`config.mk`:
```
export PLATFORM = sky130hd
export DESIGN_NAME = ipif_bus_initiator
export DESIGN_NICKNAME = d
export VERILOG_FILES = /design/src/rtl/ipif_bus_initiator.sv
export SDC_FILE = /design/constraint.sdc
export NUM_CORES = 1
export LEC_CHECK = 0
export BUFFER_PORTS_ARGS = -buffer_cell sky130_fd_sc_hd__buf_2
export CAP_MARGIN = 40
export CORE_ASPECT_RATIO = 0.75
export CORE_MARGIN = 1
export CORE_UTILIZATION = 47
export CTS_CLUSTER_SIZE = 25
export DETAILED_ROUTE_END_ITERATION = 10
export PLACE_DENSITY = 0.84
export RECOVER_POWER = 100
export SLEW_MARGIN = 20
export SYNTH_ARGS = -nofsm -noshare
export SYNTH_HDL_FRONTEND = slang
export SYNTH_SLANG_ARGS = --single-unit
export TNS_END_PERCENT = 50
```
`constraint.sdc`:
```
create_clock -name Bus2IP_Clk -period 5 [get_ports Bus2IP_Clk]
set_clock_uncertainty 0.2 [all_clocks]
set_input_delay 0.5 -clock Bus2IP_Clk [delete_from_list [all_inputs] [get_ports Bus2IP_Clk]]
set_output_delay 0.5 -clock Bus2IP_Clk [all_outputs]
set_load 0.01 [all_outputs]
```
`src/rtl/ipif_bus_initiator.sv`:
```
// ipif_bus_initiator: command/response front end that drives IPIF-style
// Bus2IP_* strobes toward a slave register block and waits for its ack.
// Optional watchdog on ACCESS enabled by defining IPIF_INIT_TIMEOUT_EN.
module ipif_bus_initiator #(
    parameter int unsigned C_NUM_CS   = 2,
    parameter int unsigned C_CS_IDX_W = 1,
    parameter int unsigned C_TIMEOUT  = 64
) (
    input  logic                  Bus2IP_Clk,
    input  logic                  Bus2IP_Resetn,
    input  logic                  cmd_valid,
    output logic                  cmd_ready,
    input  logic                  cmd_rnw,
    input  logic [C_CS_IDX_W-1:0] cmd_cs,
    input  logic [0:31]           cmd_addr,
    input  logic [0:31]           cmd_data,
    input  logic [0:3]            cmd_be,
    output logic                  rsp_valid,
    output logic [0:31]           rsp_data,
    output logic                  rsp_error,
    output logic                  rsp_timeout,
    output logic [0:31]           Bus2IP_Addr,
    output logic [0:C_NUM_CS-1]   Bus2IP_CS,
    output logic                  Bus2IP_RNW,
    output logic [0:31]           Bus2IP_Data,
    output logic [0:3]            Bus2IP_BE,
    input  logic [0:31]           IP2Bus_Data,
    input  logic                  IP2Bus_RdAck,
    input  logic                  IP2Bus_WrAck,
    input  logic                  IP2Bus_Error
);

    typedef enum logic [1:0] {
        IDLE   = 2'd0,
        ACCESS = 2'd1,
        RESP   = 2'd2
    } state_t;

    state_t              state_q, state_d;
    logic                cmd_ready_q, cmd_ready_d;
    logic                rsp_valid_q, rsp_valid_d;
    logic [0:31]         rsp_data_q, rsp_data_d;
    logic                rsp_error_q, rsp_error_d;
    logic                rsp_timeout_q, rsp_timeout_d;
    logic [0:31]         addr_q, addr_d;
    logic [0:C_NUM_CS-1] cs_q, cs_d;
    logic                rnw_q, rnw_d;
    logic [0:31]         wdata_q, wdata_d;
    logic [0:3]          be_q, be_d;

    logic [0:C_NUM_CS-1] cs_sel_c;
    logic                cs_valid_c;
    logic                ack_c;
    logic                tmo_expire_c;

    // Decode the requested chip-select index into a one-hot pattern.
    always_comb begin
        cs_sel_c = '0;
        for (int unsigned i = 0; i < C_NUM_CS; i++) begin
            cs_sel_c[i] = (32'(cmd_cs) == i);
        end
    end

    assign cs_valid_c = (32'(cmd_cs) < C_NUM_CS);

    // Only the ack matching the current direction completes the access.
    assign ack_c = rnw_q ? IP2Bus_RdAck : IP2Bus_WrAck;

`ifdef IPIF_INIT_TIMEOUT_EN
    localparam int unsigned TMO_W = 16;

    logic [TMO_W-1:0] tmo_cnt_q, tmo_cnt_d;

    // Count ACCESS cycles; cleared on entry and whenever ACCESS is left.
    always_comb begin
        tmo_cnt_d = '0;
        if ((state_q == ACCESS) && (state_d == ACCESS)) begin
            tmo_cnt_d = tmo_cnt_q + TMO_W'(1);
        end
    end

    // Watchdog counter register.
    always_ff @(posedge Bus2IP_Clk) begin
        if (!Bus2IP_Resetn) begin
            tmo_cnt_q <= '0;
        end else begin
            tmo_cnt_q <= tmo_cnt_d;
        end
    end

    assign tmo_expire_c = (state_q == ACCESS) && (tmo_cnt_q == TMO_W'(C_TIMEOUT - 1));
`else
    assign tmo_expire_c = 1'b0;
`endif

    // Next-state and next-output logic; all outputs are registered from here.
    always_comb begin
        state_d       = state_q;
        cmd_ready_d   = 1'b0;
        rsp_valid_d   = 1'b0;
        rsp_data_d    = rsp_data_q;
        rsp_error_d   = rsp_error_q;
        rsp_timeout_d = rsp_timeout_q;
        addr_d        = addr_q;
        cs_d          = cs_q;
        rnw_d         = rnw_q;
        wdata_d       = wdata_q;
        be_d          = be_q;

        unique case (state_q)
            IDLE: begin
                cmd_ready_d = 1'b1;
                if (cmd_valid && cmd_ready_q) begin
                    cmd_ready_d = 1'b0;
                    if (cs_valid_c) begin
                        state_d = ACCESS;
                        addr_d  = cmd_addr;
                        cs_d    = cs_sel_c;
                        rnw_d   = cmd_rnw;
                        wdata_d = cmd_data;
                        be_d    = cmd_be;
                    end else begin
                        state_d       = RESP;
                        rsp_valid_d   = 1'b1;
                        rsp_data_d    = '0;
                        rsp_error_d   = 1'b1;
                        rsp_timeout_d = 1'b0;
                    end
                end
            end
            ACCESS: begin
                if (ack_c || tmo_expire_c) begin
                    state_d     = RESP;
                    rsp_valid_d = 1'b1;
                    addr_d      = '0;
                    cs_d        = '0;
                    rnw_d       = 1'b0;
                    wdata_d     = '0;
                    be_d        = '0;
                    if (ack_c) begin
                        rsp_data_d    = (rnw_q && !IP2Bus_Error) ? IP2Bus_Data : '0;
                        rsp_error_d   = IP2Bus_Error;
                        rsp_timeout_d = 1'b0;
                    end else begin
                        rsp_data_d    = '0;
                        rsp_error_d   = 1'b1;
                        rsp_timeout_d = 1'b1;
                    end
                end
            end
            RESP: begin
                state_d     = IDLE;
                cmd_ready_d = 1'b1;
            end
            default: begin
                state_d = IDLE;
            end
        endcase
    end

    // State and output registers with synchronous active-low reset.
    always_ff @(posedge Bus2IP_Clk) begin
        if (!Bus2IP_Resetn) begin
            state_q       <= IDLE;
            cmd_ready_q   <= 1'b0;
            rsp_valid_q   <= 1'b0;
            rsp_data_q    <= '0;
            rsp_error_q   <= 1'b0;
            rsp_timeout_q <= 1'b0;
            addr_q        <= '0;
            cs_q          <= '0;
            rnw_q         <= 1'b0;
            wdata_q       <= '0;
            be_q          <= '0;
        end else begin
            state_q       <= state_d;
            cmd_ready_q   <= cmd_ready_d;
            rsp_valid_q   <= rsp_valid_d;
            rsp_data_q    <= rsp_data_d;
            rsp_error_q   <= rsp_error_d;
            rsp_timeout_q <= rsp_timeout_d;
            addr_q        <= addr_d;
            cs_q          <= cs_d;
            rnw_q         <= rnw_d;
            wdata_q       <= wdata_d;
            be_q          <= be_d;
        end
    end

    assign cmd_ready   = cmd_ready_q;
    assign rsp_valid   = rsp_valid_q;
    assign rsp_data    = rsp_data_q;
    assign rsp_error   = rsp_error_q;
    assign rsp_timeout = rsp_timeout_q;
    assign Bus2IP_Addr = addr_q;
    assign Bus2IP_CS   = cs_q;
    assign Bus2IP_RNW  = rnw_q;
    assign Bus2IP_Data = wdata_q;
    assign Bus2IP_BE   = be_q;

endmodule

```
### Word-level counts from Yosys, hierarchy flattened

Cells that the tools add are included.

| operators by class | value |
|---|---|
| equal/unequal tests | 4 |
| multiply operators | 0 |
| $lt $le $gt $ge | 0 |
| muxes and demuxes | 22 |
| shift operators | 0 |
| reductions and logical operators | 9 |
| divide/modulo/power cells | 0 |
| $add $sub $neg | 0 |
| bitwise operators | 1 |

Operators with widths:

| cell | number |
|---|---|
| 2-to-1 mux 32 bit | 4 |
| case mux 32 bit (2 select lines) | 2 |
| 2-to-1 mux 2 bit | 4 |
| 2-to-1 mux 4 bit | 2 |
| case mux 2 bit (2 select lines) | 2 |
| case mux 4 bit (2 select lines) | 1 |
| AND reduction 2 bit | 3 |
| 2-to-1 mux 1 bit | 5 |
| inequality test 2 bit, second input constant | 2 |
| case mux 1 bit (2 select lines) | 2 |
| AND reduction 3 bit | 1 |
| == test 2 x 1 -> 1 bit, second input constant | 1 |
| == test 2 bit, second input constant | 1 |
| logical AND 1 bit | 2 |
| logical NOT 2 bit | 1 |
| nonzero test 2 bit | 1 |
| logical NOT 1 bit | 1 |
| NOT 1 bit | 1 |

| word-level totals | value |
|---|---|
| memories kept | 0 |
| register bits after elaboration | 108 |
| output and inout port bits | 107 |
| ROM bits | 0 |
| input port bits | 108 |
| bits in latches | 0 |
| logic and storage cells | 46 |
| bits in writable memories | 0 |

### Depth between registers and ports, before layout

Gate-level depths: netlist (run 1).

| logic depth | value |
|---|---|
| word-level depth | 3 |
| gate-level depth with buffers | 6 |
| gate-level depth less buffers | 3 |

### Least setup slack after synthesis (run 1)

No wires, ideal clock.

| timing path | value |
|---|---|
| kind | input -> register |
| start | input IP2Bus_WrAck |
| end | register addr_q, in the netlist Bus2IP_Addr[21] |
| buffers on the path | 1 |
| data required time | 4.742 ns |
| library setup time | 0.058 ns |
| arrival time | 1.542 ns |
| stages | 4 |
| setup slack | 3.200 ns |
| path through | mux2_4 a211oi_4 buf_6 a22o_2 |

| on the way | value |
|---|---|
| word-level cells in the longest chain between the ends | 3 |

Ends and longest elaborated chain:

| item | RTL line | text |
|---|---|---|
| start: declaration | 29 | `input logic IP2Bus_WrAck,` |
| 2-to-1 mux 1 bit | 67 | `assign ack_c = rnw_q ? IP2Bus_RdAck : IP2Bus_WrAck;` |
| inequality test 2 bit (no line) | n/a |  |
| AND reduction 3 bit (no line) | n/a |  |
| end signal: assignment | 182 | `addr_q <= addr_d;` |
| end: declaration | 45 | `logic [0:31] addr_q, addr_d;` |

Every way passes these cells.
A chain may end at the register's enable or synchronous reset.

==> reports/results.txt, run 1 <==
Status: finished, violations left
Failing checks: capacitance limit, slew limit
CTS Hold Bufs: 0
CP max FO: 39
Cell area after layout: 4900 um2
Total global-route track usage: 20.9%
Setup TNS Final: 0 ns
H-tree depth: 3
Worst Hold Class: primary input to flip-flop
Ys async rst share: 0%
Area share of the largest cell type after synthesis: 57.7%
Seq/Total Area, Yosys: 57.7%
Global-route wire length before repair: 14.0 mm
Die Ht: 79.3 um
CTS tree: built
Library cells used by synthesis: 22
Die Width: 105 um
Site row count: 27
CTS Buffer Depth: 2
Post-synthesis net count: 431
DRC viols: 0
Power Dens Cells: 329 nW/um2
Vias: 3145
Psw: 399 uW
CP Capture Type: flip-flop
Crit path buf inv count: 3
CTS Sinks: 108
Layout cell share with drive strength beyond 1: 35.8%
Layout area overhead: 30.7%
CTS buffer count: 9
Sw Ratio: 24.7%
Critical path launch point type: primary input
Yosys warning count: 0
Vias in the first global route: 3084
Placed inst area: 4840 um2
Max-slew violations: 40
Clock power share: 33.4%
Req. time, crit path: 5.11 ns
DRT Pass-1 Iters: 4
Pre-CTS WS: 2.60 ns
MaxCap Viol Count: 1
Non-filler cells, final: 631
Internal cell power: 1210 uW
Worst-path cell chain: clkbuf_1 -> inv_1 -> a211oi_4 -> clkbuf_1 -> a22o_2
Slew @ Worst Pin: 1.65 ns
Part of the power in combinational logic: 10.2%
Fin crit period: 3.24 ns
Initial Util: 49.8%
Fin util: 65.1%
Cell Area, Synth: 3750 um2
Tcrit/Tclk final: 64.7%
Routed Wire Length: 8.94 mm
Ys flop type: dfxtp_1
Root buffer cell: clkbuf_8
Final Net Count: 633
Final setup violation count: 0
Avg Inst Size Synth: 11.6 um2
Total Die Area: 8340 um2
Clock latency on the worst-skew pair: 0.35 ns
Worst vdd ir: 0.176 mV
Leakage: 0.00200 uW
WP data arrival: 3.34 ns
Sequential power share: 56.4%
Final ANT Viol Nets: 0
Final hold violations: 0
Slowest cell on crit path: clkbuf_1
Area of the core: 7530 um2
Top cells by count, synth: dfxtp_1 (108), nand2_1 (67), a22o_2 (58), mux2i_1 (33), a22o_1 (13)
Setup Buffers After CTS: 0
Leading area contributor after synthesis: dfxtp_1
Leading post-synthesis cells by cell area: dfxtp_1 (58%), a22o_2 (15%), mux2i_1 (8.8%), nand2_1 (6.7%), a22o_1 (3.0%)
Placed insts: 615
Diode count: 0
Number of synthesized register bits: 108
Number of buffers added on ports: 213
Mapped Cells: 323
CP dominant cell by count: clkbuf_1
CTS clk-pin slew, worst paths: 0.11 ns
Post-CTS Resized: 0
Largest net degree at the start of global routing: 46
HPWL Detailed: 6.54 mm
Initial DRC count: 132
Crit-path max cell delay: 1.17 ns
Initial antenna violation count: 0
Relative slew slack: -9.88%
I/O pin total: 215
CP Class: primary input to flip-flop
Most common cell in the netlist: dfxtp_1
RSZ-0062 raised after global routing: no
Placer Congestion: 0.772
Post-synth EDFFs: 0
Routed len/inst: 14.2 um
Drt via density: 4.98
Final Worst Setup Slack: 1.76 ns
CP top delay family: buffers and inverters
Fmax: 0.309 GHz
Gr ovfl total: 0
## registers in the layout, summed over array words and instances (netlist names)
name / count
Bus2IP_BE: 4
rsp_data: 32
Bus2IP_Addr: 32
Bus2IP_Data: 32
Bus2IP_RNW: 1
Bus2IP_CS: 2
rsp_valid: 1
cmd_ready: 1
rsp_error: 1
state_q: 2
## power by group through the flow
stage | logic, uW | clock network (uW) | registers [uW]
2_1_floorplan | 79.8 | 0 | 941
3_5_place_dp | 174 | 0 | 927
5_1_grt | 178 | 593 | 913
6_report | 164 | 539 | 909
4_1_cts | 175 | 553 | 908
3_3_place_gp | 167 | 0 | 927
## layout by cell type (no fill, tap or decap), types with 2 or more instances in the layout
| cell type | n |
|---|---|
| a22o_1 | 13 |
| a22o_2 | 58 |
| and3_2 | 2 |
| buf_2 | 106 |
| buf_4 | 2 |
| clkbuf_1 | 109 |
| clkbuf_8 | 9 |
| dfxtp_1 | 108 |
| inv_1 | 2 |
| inv_6 | 3 |
| mux2i_1 | 33 |
| nand2_1 | 67 |
| nor2_1 | 2 |
## layout make-up
| class | count | area (um2) |
|---|---|---|
| inverters | 2 | 7.51 |
| flip-flops and latches | 108 | 2160 |
| clock buffers | 10 | 128 |
| repair buffers | 218 | 998 |
| multi-input cells | 186 | 1400 |
| clock inverters | 6 | 76.3 |
| well taps | 101 | 126 |
| fillers | 660 | 2630 |
## worst register-to-register path: stages (launching register included)
cell and delay [ns]:
dfxtp_1 0.41, mux2_1 0.45, a211oi_4 0.48, clkbuf_1 0.66, a22o_2 0.27
## logic make-up (layout without fill, tap and decap cells)
logic type	count (synthesis)	count (layout)	synth area share [%]
AND/OR/NAND/NOR	78	78	8.75
buffers and inverters	29	236	4.91
other	1	1	0.100
multiplexers	35	35	9.51
flip-flops	108	108	57.7
AO/OA/AOI/OAI	72	72	19.1
## stage by stage
| step | hold slack [ns] | total power [uW] |
|---|---|---|
| after floorplan | 0.251 | 1020 |
| after global placement | 0.240 | 1090 |
| after detailed placement | 0.243 | 1100 |
| after CTS | 0.127 | 1640 |
| after global routing | 0.119 | 1680 |
| final | 0.147 | 1610 |
## routing by layer
layer / part of all wire [%] / track usage [%] / vias to the layer above
li1: - / - / 1539
met1: 43 / 24.3 / 1481
met2: 51 / 37.2 / 110
met3: 5.1 / 5.58 / 15
met4: 1.5 / 8.03 / 0
met5: 0 / 0 / -
## path summary, 6_finish.rpt
kind / to / start / slack [ns] / cells past startpoint
worst max-delay path: Bus2IP_Addr[31] / Bus2IP_Resetn / 1.76 / 5
worst min-delay path: Bus2IP_Data[29] / cmd_data[29] / 0.15 / 2
worst max register to register: Bus2IP_Addr[31] / Bus2IP_RNW / 2.50 / 4
worst min register to register: rsp_data[13] / rsp_data[13] / 0.26 / 2
Power figures use the tool's default switching activity.
==> run 2: changes to the inputs <==
--- a/config.mk
+++ b/config.mk
@@ -9,10 +9,10 @@
 export CAP_MARGIN = 40
 export CORE_ASPECT_RATIO = 0.75
 export CORE_MARGIN = 1
-export CORE_UTILIZATION = 47
+export CORE_UTILIZATION = 39
 export CTS_CLUSTER_SIZE = 25
 export DETAILED_ROUTE_END_ITERATION = 10
-export PLACE_DENSITY = 0.84
+export PLACE_DENSITY = 0.74
 export RECOVER_POWER = 100
 export SLEW_MARGIN = 20
 export SYNTH_ARGS = -nofsm -noshare
==> constraint.sdc (replaced) <==
create_clock -name Bus2IP_Clk -period 2.9 [get_ports Bus2IP_Clk]
set_clock_uncertainty 0.2 [all_clocks]
set_input_delay 0.29 -clock Bus2IP_Clk [delete_from_list [all_inputs] [get_ports Bus2IP_Clk]]
set_output_delay 0.29 -clock Bus2IP_Clk [all_outputs]
set_load 0.01 [all_outputs]
==> reports/results.txt, run 2 (synthesized netlist as in run 1, its figures left out) <==
Area of the core: 9200 um2
Setup TNS Final: 0 ns
Die Width: 115 um
CP max FO: 71
Placer Congestion: 0.718
Fin crit period: 2.29 ns
Largest net degree at the start of global routing: 72
Hold Startpoint: IP2Bus_Data[3]
Final Net Count: 727
CP Class: flip-flop to flip-flop
I/O pin total: 215
Number of buffers added on ports: 213
MaxCap Viol Count: 0
Worst Hold Class: primary input to flip-flop
Post-CTS Resized: 0
Layout cell share with drive strength beyond 1: 30.7%
Initial antenna violation count: 0
Routed Wire Length: 10.8 mm
Most common cell after layout, fill and taps aside: dfxtp_1
Leakage: 0.00246 uW
Root buffer cell: clkbuf_16
WP data arrival: 2.36 ns
DRC viols: 0
Global-route wire length before repair: 16.2 mm
DRT Pass-1 Iters: 4
Routed len/inst: 14.4 um
Req. time, crit path: 2.98 ns
CP Capture Type: flip-flop
CTS clk-pin slew, worst paths: 0.07 ns
Fmax: 0.437 GHz
Final ANT Viol Nets: 0
Tcrit/Tclk final: 78.9%
Diode count: 0
CTS Buffer Depth: 2
Relative slew slack: 24.4%
Setup Buffers After CTS: 0
RSZ-0062 raised after global routing: no
CTS tree: built
Fin util: 65.3%
HPWL Detailed: 6.29 mm
RR Startpoint: Bus2IP_RNW
Worst vdd ir: 0.340 mV
Final hold violations: 0
Die Ht: 86.9 um
Gr ovfl total: 0
Power Dens Cells: 566 nW/um2
CP Launch Point: Bus2IP_RNW
Clock latency on the worst-skew pair: 0.33 ns
Max-slew violations: 0
Site row count: 30
Initial DRC count: 147
Total global-route track usage: 21.0%
H-tree depth: 3
Reg area: 2160 um2
Commonest cells after routing, fill and taps aside: dfxtp_1 (108), buf_2 (107), clkbuf_1 (107)
Total Die Area: 10000 um2
Initial Util: 40.8%
CTS Hold Bufs: 93
Layout area overhead: 60.1%
Drt via density: 4.69
Critical path launch point type: flip-flop
CTS Sinks: 108
Status: completed
Fill count: 767
Slew @ Worst Pin: 1.13 ns
Multi-input gate area: 1400 um2
Final setup violation count: 0
CTS buffer count: 9
Vias in the first global route: 3482
Non-filler cells, final: 751
Placed insts: 642
Vias: 3521
==> run 2: cell count changes in the layout (fill, tap and decap cells not counted), sizes merged <==
cell and change:
bufinv +3, clkbuf -1, clkinvlp +1, inv -3
clkinv -1, dlygate4sd3 +94
==> run 2: final timing paths <==
path / cells past startpoint / end / slack (ns)
hold reg to reg: 2 / rsp_data[14] / 0.26
hold / removal: 3 / rsp_data[3] / 0.005
setup / recovery: 4 / Bus2IP_Addr[3] / 0.61
setup reg to reg: 4 / Bus2IP_Addr[3] / 0.61
==> run 2: stage by stage <==
step	instance area [um2]	hold WS (ns)	worst slack (ns)	total power, uW
2_1_floorplan	3750	0.215	1.14	1760
3_3_place_gp	4850	0.240	1.15	1890
3_5_place_dp	4850	0.249	1.08	1890
4_1_cts	6150	0.000135	1.10	3440
5_1_grt	6000	0.0124	0.497	3530
6_report	6000	0.00466	0.613	3400
==> run 2: layout make-up <==
type	count	share of cell area [%]
clock inverters	6	2.27
flip-flops and latches	108	36.0
inverters	2	0.125
clock buffers	9	3.75
repair buffers	312	31.8
well taps	128	2.67
multi-input cells	186	23.4
==> run 2: critical path: stages, from the launching register on <==
cell and delay [ns]:
dfxtp_1 0.38, mux2_1 0.43, a211oi_4 0.22, clkbuf_4 0.67, a22o_2 0.28
==> run 2: where the power goes <==
part	internal [uW]	leakage, uW	switching, uW
logic	215	0.00141	170
clock network	929	0.000172	519
registers	1540	0.000876	30.7
==> run 2: metal layers <==
metal	share of wire (%)	up-vias	global-route usage, %
met2	52	142	38.6
met4	3.6	0	11.9
li1	-	1725	-
met3	5.2	38	6.12
met1	39	1616	21.4
met5	0	-	0
